### src/rtl/alu.sv
// alu: 32-bit integer ALU for the execute stage.
// The result and the Zero/Neg/ovfalu flags are registered, so results appear
// one clock after the operands.
// Optional feature: define ALU_SHIFT_EN to build the sll/srl/sra shifter.
// When it is not defined, af 1000/1001/1100 decode like the unused codes and
// produce 0.
module alu (
    input  logic        clk,
    input  logic        rst_n,
    input  logic [31:0] SrcA,
    input  logic [31:0] SrcB,
    input  logic [3:0]  af,
    input  logic        i,
    output logic [31:0] Alures,
    output logic        Zero,
    output logic        Neg,
    output logic        ovfalu
);

    logic [31:0] sum_next;
    logic [31:0] diff_next;
    logic        slt_next;
    logic        sltu_next;
    logic [31:0] res_next;
    logic        ovf_next;

    logic [31:0] alures_reg;
    logic        zero_reg;
    logic        neg_reg;
    logic        ovf_reg;

    assign sum_next  = SrcA + SrcB;
    assign diff_next = SrcA - SrcB;
    // Compare on the full operands so a wrapped difference cannot flip the answer
    assign slt_next  = ($signed(SrcA) < $signed(SrcB));
    assign sltu_next = (SrcA < SrcB);

`ifdef ALU_SHIFT_EN
    // One right-shifting log shifter serves all three shifts. A left shift is
    // done by bit-reversing the operand on the way in and on the way out.
    // The fill bit is the sign bit only for sra.
    logic        shift_left;
    logic        shift_fill;
    logic [31:0] shift_in;
    logic [31:0] shift_stage [0:5];
    logic [31:0] shift_out;

    assign shift_left = (af == 4'b1000);
    assign shift_fill = (af == 4'b1100) & SrcB[31];

    genvar gi;
    generate
        for (gi = 0; gi < 32; gi++) begin : g_rev_in
            assign shift_in[gi] = shift_left ? SrcB[31-gi] : SrcB[gi];
        end
    endgenerate

    assign shift_stage[0] = shift_in;

    generate
        for (gi = 0; gi < 5; gi++) begin : g_stage
            localparam int SH = 1 << gi;
            assign shift_stage[gi+1] = SrcA[gi]
                ? {{SH{shift_fill}}, shift_stage[gi][31:SH]}
                : shift_stage[gi];
        end
    endgenerate

    generate
        for (gi = 0; gi < 32; gi++) begin : g_rev_out
            assign shift_out[gi] = shift_left ? shift_stage[5][31-gi] : shift_stage[5][gi];
        end
    endgenerate
`endif

    // Decode the function code into the next result and the signed-overflow flag
    always_comb begin
        res_next = 32'h0;
        ovf_next = 1'b0;
        case (af)
            4'b0000: begin
                res_next = sum_next;
                ovf_next = (SrcA[31] == SrcB[31]) && (sum_next[31] != SrcA[31]);
            end
            4'b0001: res_next = sum_next;
            4'b0010: begin
                res_next = diff_next;
                ovf_next = (SrcA[31] != SrcB[31]) && (diff_next[31] != SrcA[31]);
            end
            4'b0011: res_next = diff_next;
            4'b0100: res_next = SrcA & SrcB;
            4'b0101: res_next = SrcA | SrcB;
            4'b0110: res_next = SrcA ^ SrcB;
            4'b0111: res_next = i ? {SrcB[15:0], 16'h0} : ~(SrcA | SrcB);
            4'b1010: res_next = {31'b0, slt_next};
            4'b1011: res_next = {31'b0, sltu_next};
`ifdef ALU_SHIFT_EN
            4'b1000: res_next = shift_out;
            4'b1001: res_next = shift_out;
            4'b1100: res_next = shift_out;
`endif
            default: res_next = 32'h0;
        endcase
    end

    // Register the result and flags; a low rst_n clears all of them
    always_ff @(posedge clk) begin
        if (!rst_n) begin
            alures_reg <= 32'h0;
            zero_reg   <= 1'b0;
            neg_reg    <= 1'b0;
            ovf_reg    <= 1'b0;
        end else begin
            alures_reg <= res_next;
            zero_reg   <= (res_next == 32'h0);
            neg_reg    <= res_next[31];
            ovf_reg    <= ovf_next;
        end
    end

    assign Alures = alures_reg;
    assign Zero   = zero_reg;
    assign Neg    = neg_reg;
    assign ovfalu = ovf_reg;

endmodule

### config.mk
export PLATFORM = sky130hd
export DESIGN_NAME = alu
export DESIGN_NICKNAME = d
export VERILOG_FILES = /design/src/rtl/alu.sv
export SDC_FILE = /design/constraint.sdc
export NUM_CORES = 1
export LEC_CHECK = 0
export CAP_MARGIN = 10
export CORE_ASPECT_RATIO = 1.1
export CORE_MARGIN = 1.5
export CORE_UTILIZATION = 60
export DETAILED_ROUTE_END_ITERATION = 8
export DONT_BUFFER_PORTS = 1
export GPL_ROUTABILITY_DRIVEN = 1
export PLACE_DENSITY_LB_ADDON = 0.08
export SKIP_LAST_GASP = 1
export SLEW_MARGIN = 30
export SYNTH_ARGS = -nofsm -noshare
export SYNTH_HDL_FRONTEND = slang
export SYNTH_SLANG_ARGS = --single-unit
### constraint.sdc
create_clock -name clk -period 6.2 [get_ports clk]
set_clock_uncertainty 0.05 [all_clocks]
set_input_delay 0.62 -clock clk [delete_from_list [all_inputs] [get_ports clk]]
set_output_delay 0.62 -clock clk [all_outputs]
set_load 0.1 [all_outputs]
Word level (Yosys, flattened, before mapping)
Index checks and enable logic that the tools add are counted. W data, S select, Z words.

Flip-flop bits (word level): 35. Word-level logic and storage cells: 34.

$add $sub $neg: 2. Magnitude comparators: 2. Eq/ne operators: 13. Multiplexer cells: 3. Bitwise logic cells: 4. Reductions and logical operators: 6.

Operators by type and width (number): $pmux W32 S8 (1); $lt A32 B32 Y1 (2); $add A32 B32 Y32 (1); $and A32 B32 Y32 (1); $logic_not A32 Y1 (1); $mux W32 (1); $not A32 Y32 (1); $or A32 B32 Y32 (1); $sub A32 B32 Y32 (1); $xor A32 B32 Y32 (1); $eq A4 B3 Y1 const B (4); $eq A4 B2 Y1 const B (2); $eq A4 B4 Y1 const B (2); $eq A4 B1 Y1 const B (1); $logic_not A4 Y1 (1); $reduce_or A2 Y1 (2); $ne A1 B1 Y1 (3); $logic_and A1 B1 Y1 (2); $pmux W1 S2 (1); $eq A1 B1 Y1 (1).

Logic depth before layout (Yosys ltp)
Depth in word-level cells: 5. Gate-level depth with buffers: 15. Mapped depth without buffers: 15.

Least setup slack after synthesis
Ideal clock, no wire load.

Kind: in2reg. Start: in SrcA[0]. End: reg zero_reg, in the netlist Zero. Library setup time: 0.073 ns. Data arrival time: 3.224 ns. Slack: 2.853 ns. Stages: 15. Cells stage by stage: inv_1 ha_1 inv_1 fa_1 nor2b_1 o21ai_2 a21oi_2 o21ai_2 a31oi_4 a221o_2 a21o_1 a211o_1 nor4_2 nand4_1 nor3_2.

Longest elaborated chain between the ends: 5. Elaborated cells between the ends (all ways): 11. Those cells by class: add/sub: 2; order compare: 2; mux: 2; bitwise: 4; reduce/logical: 1.

RTL lines: from (decl) (RTL line 10) `input logic [31:0] SrcA,`; parallel branches: the longest is 3 deep, another holds $sub A32 B32 Y32; $pmux W32 S8 (*) (RTL line 80) `case (af)`; $logic_not A32 Y1 (*) (RTL line 115) `zero_reg <= (res_next == 32'h0);`; to (signal assigned) (RTL line 115); to (decl) (RTL line 28) `logic zero_reg;`.

Every way passes the cells marked *. A chain may end at the register's enable or synchronous reset.

Worst setup path in the final report
Start: in SrcB[5]. End: reg alures_reg[26], in the netlist Alures[26].

Longest elaborated chain between the ends: 2. Elaborated cells between the ends (all ways): 3. Those cells by class: add/sub: 2; mux: 1.

RTL lines: from (decl) (RTL line 11) `input logic [31:0] SrcB,`; $sub A32 B32 Y32 or $add A32 B32 Y32 (tied branches) (RTL line 33, 32); $pmux W32 S8 (*) (RTL line 80); to (signal assigned) (RTL line 114) `alures_reg <= res_next;`; to (decl) (RTL line 27) `logic [31:0] alures_reg;`.

Mark *: on every way between the ends. The rest lies on a longest branch, timed or not.

==> out/metrics.csv <==
stage;metric;value;unit
power;PD cells;178.4;nW/um^2
placement;post-place setup slack;2235;ps
detailed_routing;post-route ant nets;0;
final_layout;area grow syn2layout;0.8436;%
sta;fin. max-slew vios;0;
floorplanning;I/O Pins;106;
setup_path;critical path class;in2reg;
floorplanning;Core ar.;11390;sq um
logic_synthesis;Post-synth EDFFs;0;
detailed_routing;drt pass-1 iters;6;
sta;RSZ-0062 raised after global routing;no;
clocking;CTS tree;built;
power;sw power;0.5856;mW
sta;final worst setup slack;2364;ps
clocking;clock buffer count from CTS;5;
final_layout;final layout net count;1074;
logic_synthesis;Synth Area in Compound Gates;0.3244;
clocking;CTS hold repair buffers;0;
setup_path;CP Capture Type;register;
grt;first-pass GRT wire length;39.47;mm
detailed_routing;WL/cell;24.79;um
logic_synthesis;Post-Synth XOR/XNOR Area;0.01885;
clocking;Setup Buffers After CTS;0;
grt;initial antenna violation count;0;
sta;actual slew at the worst max-slew pin;1022;ps
sta;period utilisation layout;0.6188;
power;Clock power frac;0.260;
clocking;root buffer cell;clkbuf_16;
power;sw frac;0.4670;
logic_synthesis;Ys Warns;0;
power;Gate power share;0.446;
detailed_routing;via count;7492;
floorplanning;Die Height;116.0;um
clocking;Clock Path Buffers;2;
logic_synthesis;Cells after Synth;941;
power;Leak;3.193;nW
logic_synthesis;asr flop ratio synth;0;
logic_synthesis;post-synthesis sequential area ratio;0.09765;
logic_synthesis;mux contribution to synthesized area;0.05582;
power;Max VDD drop;0.0001879;V
detailed_routing;vias per std cell;7.128;
clocking;H-Tree Depth;2;
final_layout;non-filler cells, final;1051;
sta;Peak Freq;260.7;MHz
logic_synthesis;combinational family with the most area after synthesis;compound AO/OA/AOI/OAI gates;
clocking;clk sink count;34;
logic_synthesis;Avg Inst Size Synth;7.407;sq um
floorplanning;Die X-Extent;105.8;um
floorplanning;row cnt;41;
detailed_routing;DR iter-0 viols;876;
floorplanning;Die ar.;12270;sq um
logic_synthesis;Synth Register Bits;34;
logic_synthesis;Synth Area in Adders;0.1870;
outcome;run status;finished clean;
logic_synthesis;ys flop type;dfxtp_1;
final_layout;commonest cells after routing, fill and taps aside;101 x inv_1, 101 x ha_1, 79 x nor2_1;
sta;setup_tns;0;ps
placement;gpl congestion;1.062;
detailed_routing;DR DRC count;0;
placement;Final HPWL DP;20.04;mm
power;Flop pwr share;0.294;
logic_synthesis;syn nets;1115;
clocking;post_cts resized;0;
logic_synthesis;post-synthesis cell area;6970;sq um
clocking;CTS clk-pin slew, worst paths;50;ps
setup_path;CP Max Fanout;11;
placement;port bufs;0;
min_path;Hold Path Class;in2reg;
final_layout;antenna cells;0;
floorplanning;initial cell density of the core;0.6121;
detailed_routing;final wirelength;26.05;mm
grt;Overall Global Routing Usage;0.4151;
grt;vias in the first global route;6836;
grt;grt total ovfl;0;
setup_path;Startpoint Class;input pin;
sta;final hold vios;0;
setup_path;WP data arrival;4010;ps
placement;total placed cells including tap cells;1043;
power;internal power;0.6682;mW
sta;minimum clock period;3836;ps
sta;Rel. slew slack;0.3160;
final_layout;fraction of layout cells with a size suffix above 1;0.08213;
min_path;hold depth;1;
logic_synthesis;simple-gate share of the synthesized area;0.2052;
setup_path;data required time of the critical path;6370;ps
run;Max Cap Viol;0;
grt;largest net degree at the start of global routing;81;
sta;# setup viols final;0;
logic_synthesis;Synth cell types;103;
-- through the flow --
step / hold slack, ps / utilization / power (mW) / cell area [sq um]
finish: 375.4 / 0.6172 / 1.254 / 7029
global route: 379.9 / 0.6172 / 1.303 / 7029
CTS: 373.1 / 0.6172 / 1.231 / 7029
detailed placement: 665.0 / 0.6002 / 0.9031 / 6835
global placement: 653.2 / 0.6002 / 0.9001 / 6835
floorplan: 698.2 / - / 0.8015 / 6970
-- power groups by stage --
stage               combinational, mW  clock [mW]  sequential, mW
finish                          0.559       0.326           0.369
global placement                0.528           0           0.372
CTS                             0.536       0.326           0.369
detailed placement              0.530           0           0.373
floorplan                       0.435           0           0.366
global route                    0.596       0.337           0.370
-- critical path, stage by stage --
cell      delay [ps]
inv_1             30
ha_1             430
nor2b_1          230
or4b_1           510
a21oi_2          290
o21ai_2          150
a31oi_4          300
a221o_2          270
a211oi_1          90
a21oi_1          210
a21oi_1          100
o21ai_0          540
and2_1           220
-- cell families after synthesis --
group / after synthesis
adders and majority gates: 103
buffers and inverters: 161
muxes: 36
xor gates and xnor gates: 15
DFF: 34
AOI/OAI and AO/OA: 312
and+or+nand+nor: 280
-- final timing paths --
check	startpoint	slack, ps	end
max	SrcB[5]	2360	Alures[26]
min	af[3]	380	Alures[8]
-- registers in the layout, indices dropped and copies added (netlist names) --
name,flops
Alures,32
ovfalu,1
Zero,1
-- area by class of cell --
class	count	area (sq um)
clock buffers	5	125.1
clock inverters	3	68.82
fillers	1090	4359
inverters	108	410.4
multi-input cells	746	5518
flip-flops and latches	34	681.9
well taps	150	187.7
repair buffers	5	37.54
-- per-layer routing --
layer / global-route usage / routed length [um] / vias up
li1: - / - / 3315
met1: 0.5533 / 10400 / 3464
met2: 0.6329 / 11010 / 580
met3: 0.09336 / 3120 / 133
met4: 0.2036 / 1521 / 0
met5: 0 / 0 / -
-- cells in the mapped netlist (all sizes together) (5+ instances only) --
| master | number | area share |
|---|---|---|
| nand2 | 58 | 0.032 |
| dfxtp | 34 | 0.098 |
| xnor2 | 11 | 0.014 |
| a21boi | 7 | 0.0081 |
| nor4 | 13 | 0.013 |
| clkbuf | 24 | 0.020 |
| and2 | 24 | 0.022 |
| a221oi | 10 | 0.013 |
| o22ai | 8 | 0.0072 |
| buf | 29 | 0.032 |
| o21ai | 59 | 0.045 |
| nand4 | 10 | 0.0090 |
| nor3 | 21 | 0.017 |
| a211o | 7 | 0.0088 |
| o21a | 5 | 0.0054 |
| a21o | 10 | 0.011 |
| a41oi | 5 | 0.0084 |
| a21oi | 79 | 0.058 |
| o21bai | 6 | 0.0065 |
| nand3 | 16 | 0.011 |
| a221o | 6 | 0.0088 |
| a31oi | 12 | 0.014 |
| o211ai | 13 | 0.015 |
| and3 | 10 | 0.0090 |
| o31ai | 8 | 0.0093 |
| a22oi | 10 | 0.011 |
| mux2i | 28 | 0.040 |
| mux2 | 7 | 0.012 |
| a2111oi | 6 | 0.0086 |
| nor2b | 23 | 0.021 |
| nor2 | 81 | 0.045 |
| o221ai | 5 | 0.0072 |
| a211oi | 23 | 0.029 |
| inv | 106 | 0.057 |
| ha | 101 | 0.18 |
| o311ai | 5 | 0.0063 |
Note: power is estimated with default switching activity, not from simulation.
